`src/rtl/regfile_pkg.sv`:
```
// Shared widths, BIST state encoding and the per-register test pattern
// used by the register-file self-test engine.
package regfile_pkg;
  localparam int REG_ADDR_W = 5;
  localparam int DATA_W     = 64;
  localparam int NUM_REGS   = 32;
  localparam int ZERO_REG   = 31;
  localparam int FAIL_W     = 7;

  typedef enum logic [2:0] {
    ST_IDLE,
    ST_WRITE,
    ST_READ,
    ST_DRAIN,
    ST_DONE
  } bist_state_e;

  function automatic logic [DATA_W-1:0] pattern(input logic [REG_ADDR_W-1:0] idx,
                                                input logic                  phase);
    logic [DATA_W-1:0] z;
    z = DATA_W'(idx);
    return phase ? ~z : z;
  endfunction

  // The hard-wired zero register reads 0 whatever was written to it.
  function automatic logic [DATA_W-1:0] expected(input logic [REG_ADDR_W-1:0] idx,
                                                 input logic                  phase);
    return (idx == REG_ADDR_W'(ZERO_REG)) ? '0 : pattern(idx, phase);
  endfunction
endpackage

```
`src/rtl/regfile_bist_if.sv`:
```
// Write/read port bundle between the BIST engine (master) and the register file.
interface regfile_bist_if;
  import regfile_pkg::*;

  logic [REG_ADDR_W-1:0] ra;
  logic [REG_ADDR_W-1:0] rb;
  logic [REG_ADDR_W-1:0] rw;
  logic [DATA_W-1:0]     bus_w;
  logic                  reg_wr;
  logic [DATA_W-1:0]     bus_a;
  logic [DATA_W-1:0]     bus_b;

  modport master (output ra, rb, rw, bus_w, reg_wr, input bus_a, bus_b);
  modport slave  (input ra, rb, rw, bus_w, reg_wr, output bus_a, bus_b);
endinterface

```
`src/rtl/regfile_bist_checker.sv`:
```
// Captures each launched read pair with its data one cycle after launch,
// compares it in the following cycle and accumulates the failure summary.
module regfile_bist_checker
  import regfile_pkg::*;
(
  input  logic                  clk_sys,
  input  logic                  rst,
  input  logic                  clr,
  input  logic                  launch,
  input  logic                  phase,
  input  logic [REG_ADDR_W-1:0] ra,
  input  logic [REG_ADDR_W-1:0] rb,
  input  logic [DATA_W-1:0]     bus_a,
  input  logic [DATA_W-1:0]     bus_b,
  output logic [FAIL_W-1:0]     fail_count,
  output logic [FAIL_W-1:0]     fail_count_next,
  output logic [REG_ADDR_W-1:0] first_fail_addr
);
  logic                  vld_q, vld_d;
  logic                  phase_q, phase_d;
  logic [REG_ADDR_W-1:0] addr_a_q, addr_a_d, addr_b_q, addr_b_d;
  logic [DATA_W-1:0]     data_a_q, data_a_d, data_b_q, data_b_d;
  logic [FAIL_W-1:0]     fail_count_q, fail_count_d;
  logic [REG_ADDR_W-1:0] first_fail_q, first_fail_d;
  logic                  mis_a, mis_b;

  always_comb begin
    vld_d        = launch;
    phase_d      = phase;
    addr_a_d     = ra;
    addr_b_d     = rb;
    data_a_d     = bus_a;
    data_b_d     = bus_b;
    mis_a        = vld_q && (data_a_q != expected(addr_a_q, phase_q));
    mis_b        = vld_q && (data_b_q != expected(addr_b_q, phase_q));
    fail_count_d = fail_count_q + FAIL_W'(mis_a) + FAIL_W'(mis_b);
    first_fail_d = first_fail_q;
    // Only the first failing pair of a run is recorded; A wins a tie.
    if (fail_count_q == '0) begin
      if (mis_a)      first_fail_d = addr_a_q;
      else if (mis_b) first_fail_d = addr_b_q;
    end
    if (clr) begin
      fail_count_d = '0;
      first_fail_d = '0;
    end
  end

  always_ff @(posedge clk_sys or posedge rst) begin
    if (rst) begin
      vld_q        <= 1'b0;
      phase_q      <= 1'b0;
      addr_a_q     <= '0;
      addr_b_q     <= '0;
      data_a_q     <= '0;
      data_b_q     <= '0;
      fail_count_q <= '0;
      first_fail_q <= '0;
    end else begin
      vld_q        <= vld_d;
      phase_q      <= phase_d;
      addr_a_q     <= addr_a_d;
      addr_b_q     <= addr_b_d;
      data_a_q     <= data_a_d;
      data_b_q     <= data_b_d;
      fail_count_q <= fail_count_d;
      first_fail_q <= first_fail_d;
    end
  end

  assign fail_count      = fail_count_q;
  assign fail_count_next = fail_count_d;
  assign first_fail_addr = first_fail_q;
endmodule

```
`src/rtl/regfile_bist.sv`:
```
// Register-file BIST engine: writes a pattern to every register, reads it back
// two per cycle, repeats with the inverted pattern and reports pass/fail.
//   state | meaning
//   IDLE  | ports released to the datapath, waiting for start
//   WRITE | writing pattern(idx, phase) to register idx
//   READ  | launching read pair 2*idx / 2*idx+1
//   DRAIN | comparing the final read pair of the phase
//   DONE  | one-cycle done pulse with pass valid
module regfile_bist
  import regfile_pkg::*;
(
  input  logic                  clk_sys,
  input  logic                  rst,
  input  logic                  start,
  output logic                  busy,
  output logic                  done,
  output logic                  pass,
  output logic [FAIL_W-1:0]     fail_count,
  output logic [REG_ADDR_W-1:0] first_fail_addr,
  regfile_bist_if.master        rf
);
  bist_state_e           state_q, state_d;
  logic [REG_ADDR_W-1:0] idx_q, idx_d;
  logic                  phase_q, phase_d;
  logic                  pass_q, pass_d;
  logic                  busy_q, busy_d;
  logic                  done_q, done_d;
  logic                  reg_wr_q, reg_wr_d;
  logic [REG_ADDR_W-1:0] rw_q, rw_d, ra_q, ra_d, rb_q, rb_d;
  logic [DATA_W-1:0]     bus_w_q, bus_w_d;
  logic [FAIL_W-1:0]     fail_count_next;
  logic                  clr;

  assign clr = (state_q == ST_IDLE) && start;

  always_comb begin
    state_d = state_q;
    idx_d   = idx_q;
    phase_d = phase_q;
    pass_d  = pass_q;
    unique case (state_q)
      ST_IDLE: if (start) begin
        state_d = ST_WRITE;
        idx_d   = '0;
        phase_d = 1'b0;
        pass_d  = 1'b0;
      end
      ST_WRITE: if (idx_q == REG_ADDR_W'(NUM_REGS - 1)) begin
        state_d = ST_READ;
        idx_d   = '0;
      end else begin
        idx_d = idx_q + 1'b1;
      end
      ST_READ: if (idx_q == REG_ADDR_W'(NUM_REGS / 2 - 1)) begin
        state_d = ST_DRAIN;
        idx_d   = '0;
      end else begin
        idx_d = idx_q + 1'b1;
      end
      ST_DRAIN: if (!phase_q) begin
        state_d = ST_WRITE;
        phase_d = 1'b1;
        idx_d   = '0;
      end else begin
        // The last pair is being compared this cycle, so use the next count.
        state_d = ST_DONE;
        pass_d  = (fail_count_next == '0);
      end
      ST_DONE: state_d = ST_IDLE;
      default: state_d = ST_IDLE;
    endcase

    // Port drive follows the next state so every output is a plain flop.
    busy_d   = (state_d == ST_WRITE) || (state_d == ST_READ) || (state_d == ST_DRAIN);
    done_d   = (state_d == ST_DONE);
    reg_wr_d = (state_d == ST_WRITE);
    rw_d     = reg_wr_d ? idx_d : rw_q;
    bus_w_d  = reg_wr_d ? pattern(idx_d, phase_d) : bus_w_q;
    ra_d     = (state_d == ST_READ) ? {idx_d[REG_ADDR_W-2:0], 1'b0} : ra_q;
    rb_d     = (state_d == ST_READ) ? {idx_d[REG_ADDR_W-2:0], 1'b1} : rb_q;
  end

  always_ff @(posedge clk_sys or posedge rst) begin
    if (rst) begin
      state_q  <= ST_IDLE;
      idx_q    <= '0;
      phase_q  <= 1'b0;
      pass_q   <= 1'b0;
      busy_q   <= 1'b0;
      done_q   <= 1'b0;
      reg_wr_q <= 1'b0;
      rw_q     <= '0;
      ra_q     <= '0;
      rb_q     <= '0;
      bus_w_q  <= '0;
    end else begin
      state_q  <= state_d;
      idx_q    <= idx_d;
      phase_q  <= phase_d;
      pass_q   <= pass_d;
      busy_q   <= busy_d;
      done_q   <= done_d;
      reg_wr_q <= reg_wr_d;
      rw_q     <= rw_d;
      ra_q     <= ra_d;
      rb_q     <= rb_d;
      bus_w_q  <= bus_w_d;
    end
  end

  regfile_bist_checker u_checker (
    .clk_sys         (clk_sys),
    .rst             (rst),
    .clr             (clr),
    .launch          (state_q == ST_READ),
    .phase           (phase_q),
    .ra              (ra_q),
    .rb              (rb_q),
    .bus_a           (rf.bus_a),
    .bus_b           (rf.bus_b),
    .fail_count      (fail_count),
    .fail_count_next (fail_count_next),
    .first_fail_addr (first_fail_addr)
  );

  assign busy      = busy_q;
  assign done      = done_q;
  assign pass      = pass_q;
  assign rf.reg_wr = reg_wr_q;
  assign rf.rw     = rw_q;
  assign rf.ra     = ra_q;
  assign rf.rb     = rb_q;
  assign rf.bus_w  = bus_w_q;
endmodule

```
`src/flat_wrapper.sv`:
```
// flat-port wrapper written by rule: the top's interface ports become plain ports
module regfile_bist_flat import regfile_pkg::*;
  (clk_sys, rst, start, busy, done, pass, fail_count, first_fail_addr, rf_ra, rf_rb, rf_rw, rf_bus_w, rf_reg_wr, rf_bus_a, rf_bus_b);
  regfile_bist_if rf_i ();
  input  logic clk_sys;
  input  logic rst;
  input  logic start;
  output logic busy;
  output logic done;
  output logic pass;
  output logic [FAIL_W-1:0] fail_count;
  output logic [REG_ADDR_W-1:0] first_fail_addr;
  output wire logic [$bits(rf_i.ra)-1:0] rf_ra;
  output wire logic [$bits(rf_i.rb)-1:0] rf_rb;
  output wire logic [$bits(rf_i.rw)-1:0] rf_rw;
  output wire logic [$bits(rf_i.bus_w)-1:0] rf_bus_w;
  output wire logic [$bits(rf_i.reg_wr)-1:0] rf_reg_wr;
  input wire logic [$bits(rf_i.bus_a)-1:0] rf_bus_a;
  input wire logic [$bits(rf_i.bus_b)-1:0] rf_bus_b;
  assign rf_ra = rf_i.ra;
  assign rf_rb = rf_i.rb;
  assign rf_rw = rf_i.rw;
  assign rf_bus_w = rf_i.bus_w;
  assign rf_reg_wr = rf_i.reg_wr;
  assign rf_i.bus_a = rf_bus_a;
  assign rf_i.bus_b = rf_bus_b;
  regfile_bist u_core (.clk_sys(clk_sys), .rst(rst), .start(start), .busy(busy), .done(done), .pass(pass), .fail_count(fail_count), .first_fail_addr(first_fail_addr), .rf(rf_i));
endmodule
```
`config.mk`:
```
export PLATFORM = sky130hd
export DESIGN_NAME = regfile_bist_flat
export DESIGN_NICKNAME = d
export VERILOG_FILES = /design/src/rtl/regfile_pkg.sv /design/src/rtl/regfile_bist_if.sv /design/src/rtl/regfile_bist_checker.sv /design/src/rtl/regfile_bist.sv /design/src/flat_wrapper.sv
export SDC_FILE = /design/constraint.sdc
export NUM_CORES = 1
export LEC_CHECK = 0
export ABC_AREA = 1
export CAP_MARGIN = 0
export CORE_AREA = 5 5 151 139
export DETAILED_ROUTE_END_ITERATION = 16
export DIE_AREA = 0 0 156 144
export PLACE_DENSITY = 0.71
export SLEW_MARGIN = 20
export SYNTH_ARGS = -nofsm -noshare
export SYNTH_HDL_FRONTEND = slang
export SYNTH_HIERARCHICAL = 1
export SYNTH_SLANG_ARGS = --single-unit
```
`constraint.sdc`:
```
create_clock -name clk_sys -period 5 [get_ports clk_sys]
set_input_delay 1 -clock clk_sys [delete_from_list [all_inputs] [get_ports clk_sys]]
set_output_delay 1 -clock clk_sys [all_outputs]
set_load 0.1 [all_outputs]
```
==> impl_metrics.ini <==
[sta]
finalSetupTns_ps = 0
timing.final.crit_period_ps = 3640
slew_violations = 0
max_clock_freq_mhz = 275
skew_ps = 13.3
timing.slew.headroom_pct = 32.0
tightest_slew_ps = 1020
setup_viol = 0
fin_crit_sh_pct = 72.8
hold_viol = 0
unrepaired_setup_endpoints_after_global_routing = false

[hold_path]
hold_end = u_core/u_checker/addr_b_q[0]
min-delay-start = u_core/rf.rb[0]
timing.hold.worst.class = reg -> reg
worst_hold_path.num_cells = 0

[clock_tree]
tritoncts = done
post_cts_resized = 0
postCtsSetupBuffers = 0
cts.root.buffer_cell = clkbuf_16
cts_made_buffers = 17
clock_tree.buffer_depth = 2
cts_hold_repair.buffers = 0
clkSlewWorstSetupHoldPaths_ps = 70
clock_latency_ps = 420
cts_sinks = 181
cts_max_level = 4

[yosys]
synth.avg_cell_area_um2 = 9.66
synth.ff_latch_count = 181
yosys.cell_types.count = 35
ys_dominant_reg_cell = dfrtp_1
edff_count_synth = 0
synth.yosys.warnings = 6
syn_area_mm2 = 0.00752
post_synth_inst_count = 779
synthArstFlopShare_pct = 100
ys_seq_area_share_pct = 60.2

[routing]
routed-via-count = 5405
avgRoutedWirePerCell_um = 13.8
drt_iter0_markers = 326
drc_errors = 0
first_pass_iters = 4
routed_antenna_nets = 0
finalWirelength_um = 16900
route.detailed.vias_per_inst = 4.42

[floorplanning]
initial_utilization_pct = 38.7
placement_rows = 49
coreArea_mm2 = 0.0194
floorplan.die_area_mm2 = 0.0225
die_h_um = 144
io-pin-count = 226
die_w_um = 156

[placement]
port_buffers = 224
placed_cells = 1192
placed_cell_area_mm2 = 0.00957
hpwl_um = 12800
gpl.final_weighted_congestion = 0.832

[layout]
area_delta_synth_final_pct = 35.1
postLayoutCoreUtil_pct = 52.3
layoutNonFillerInstCount = 1224
antenna_cells_inserted = 0
filler_cell_count = 1734
multiInputGateArea_mm2 = 0.00216
seq_area_mm2 = 0.00453
layout-drive-gt1-share_pct = 7.95
fin_area_mm2 = 0.0102
num-nets-final = 1093

[grt]
first_global_vias = 5634
globalRoute.totalOverflow = 0
grt_usage_pct = 15.7
grt_max_degree = 127
first_pass_grt_wire_length_um = 27700
grt_antenna_before_repair = 0

[critical_path]
cp_data_arrival_time_ps = 2640
crit_path_start_kind = register
critical_path_peak_fanout = 46
worst_r2r_startpoint = u_core/u_checker/phase_q
crit_required_ps = 4000
timing.critical_path.to_type = output pin
reg2reg_depth = 18
critPathKind = reg -> out
r2r-end = u_core/pass
r2r_setup_slack_ps = 1580

[job]
max_cap_viol_count = 0

[pwr]
leakage_uw = 0.00464
worst_vdd_drop_v = 0.000217
power_density_mw_per_mm2 = 299

[status]
outcome = complete, no violations
-- routing by layer --
metal	up-vias	GRT usage [%]	share of wire, %
met4	0	5.30	0.83
li1	2702	-	-
met5	-	0	0
met3	13	5.15	7.8
met1	2513	19.7	43
met2	177	25.9	49
-- synth_stat cells (2+ instances only) --
cell	instances	area, um2
nor2_2	6	37.5
inv_1	65	244
xor2_1	11	96.3
nand2_4	4	45.0
nand4_1	7	43.8
o21ai_0	7	35.0
buf_6	4	45.0
buf_4	64	480
nor2_1	113	424
ha_1	5	62.6
nor3_1	16	80.1
nand3b_1	5	37.5
a31oi_1	6	37.5
nand3_4	2	35.0
a21oi_1	11	55.1
nand3_2	2	20.0
nor2_4	2	22.5
nand3_1	39	195
nor4_1	3	18.8
clkinv_1	2	7.51
dfrtp_1	181	4530
nand2_2	13	81.3
inv_2	8	30.0
or2_1	4	25.0
nand2_1	189	709
-- worst max path at each step --
| stage | startpoint | to | slack [ps] | cells after the start |
|---|---|---|---|---|
| CTS | u_core/rf.bus_w[62] | rf_bus_w[16] | 1310 | 2 |
| finish | u_core/rf.bus_w[62] | rf_bus_w[58] | 1360 | 2 |
| global route | u_core/rf.bus_w[62] | rf_bus_w[8] | 1190 | 2 |
| detailed placement | u_core/u_checker/phase_q | u_core/pass | 1550 | 18 |
| global placement | u_core/u_checker/phase_q | u_core/pass | 1610 | 18 |
| floorplan | u_core/rf.bus_w[62] | rf_bus_w[10] | 1710 | 1 |
-- cell usage in the layout (no fill, tap or decap), types with 7 or more instances in the layout --
master and count:
clkdlybuf4s50_1 224, nand2_1 189, dfrtp_1 181, nor2_1 113, inv_1 63, nand3_1 39
clkbuf_16 17, nor3_1 16, nand2_2 13, a21oi_1 11, xor2_1 11, inv_2 9
o21ai_0 7, nand4_1 7
-- kinds of logic (layout without fill, tap and decap cells) --
group	after synthesis	count (layout)	synth area share [%]
compound gates	27	27	2.25
xor+xnor	11	11	1.28
buf+inv	145	334	11.1
fa+ha+maj	6	6	1.10
flops	181	181	60.2
other cells	1	2	0.0499
simple gates	408	408	24.0
-- report_power, final --
part	internal, uW	leakage, uW	total (uW)	switching, uW
Sequential	1520	0.00205	1540	26.4
Combinational	107	0.00229	176	68.8
Clock	758	0.000290	1320	562
-- registers in the layout, summed over array words and instances (netlist names) --
name and cells:
u_core/u_checker/phase_q 1, u_core/u_checker/data_a_q 64, u_core/busy 1, u_core/pass 1
u_core/u_checker/first_fail_addr 5, u_core/rf.bus_w 6, u_core/u_checker/vld_q 1, u_core/done 1
u_core/rf.reg_wr 1, u_core/u_checker/fail_count 7, u_core/u_checker/addr_a_q 5, u_core/u_checker/data_b_q 64
u_core/phase_q 1, u_core/idx_q 5, u_core/state_q 3, u_core/u_checker/addr_b_q 5
u_core/rf.rw 5, u_core/rf.rb 5
-- layout make-up --
class | count | share of cell area (%)
Multi-Input combinational cell | 454 | 21.3
Timing Repair Buffer | 226 | 22.3
Sequential cell | 181 | 44.6
Clock inverter | 13 | 1.44
Tap cell | 255 | 3.14
Clock buffer | 19 | 4.36
Inverter | 76 | 2.87
-- stage by stage --
step | total power (uW) | setup WS (ps) | hold WS [ps]
finish | 3040 | 1360 | 410
global route | 3180 | 1190 | 436
CTS | 3090 | 1310 | 416
detailed placement | 1750 | 1550 | 407
global placement | 1740 | 1610 | 388
floorplan | 1630 | 1710 | 468
-- worst max-delay path, stage by stage (launching register included) --
cell and delay [ps]:
dfrtp_1 570, buf_4 430, clkdlybuf4s50_1 1220
(Power assumes the default switching activity.)
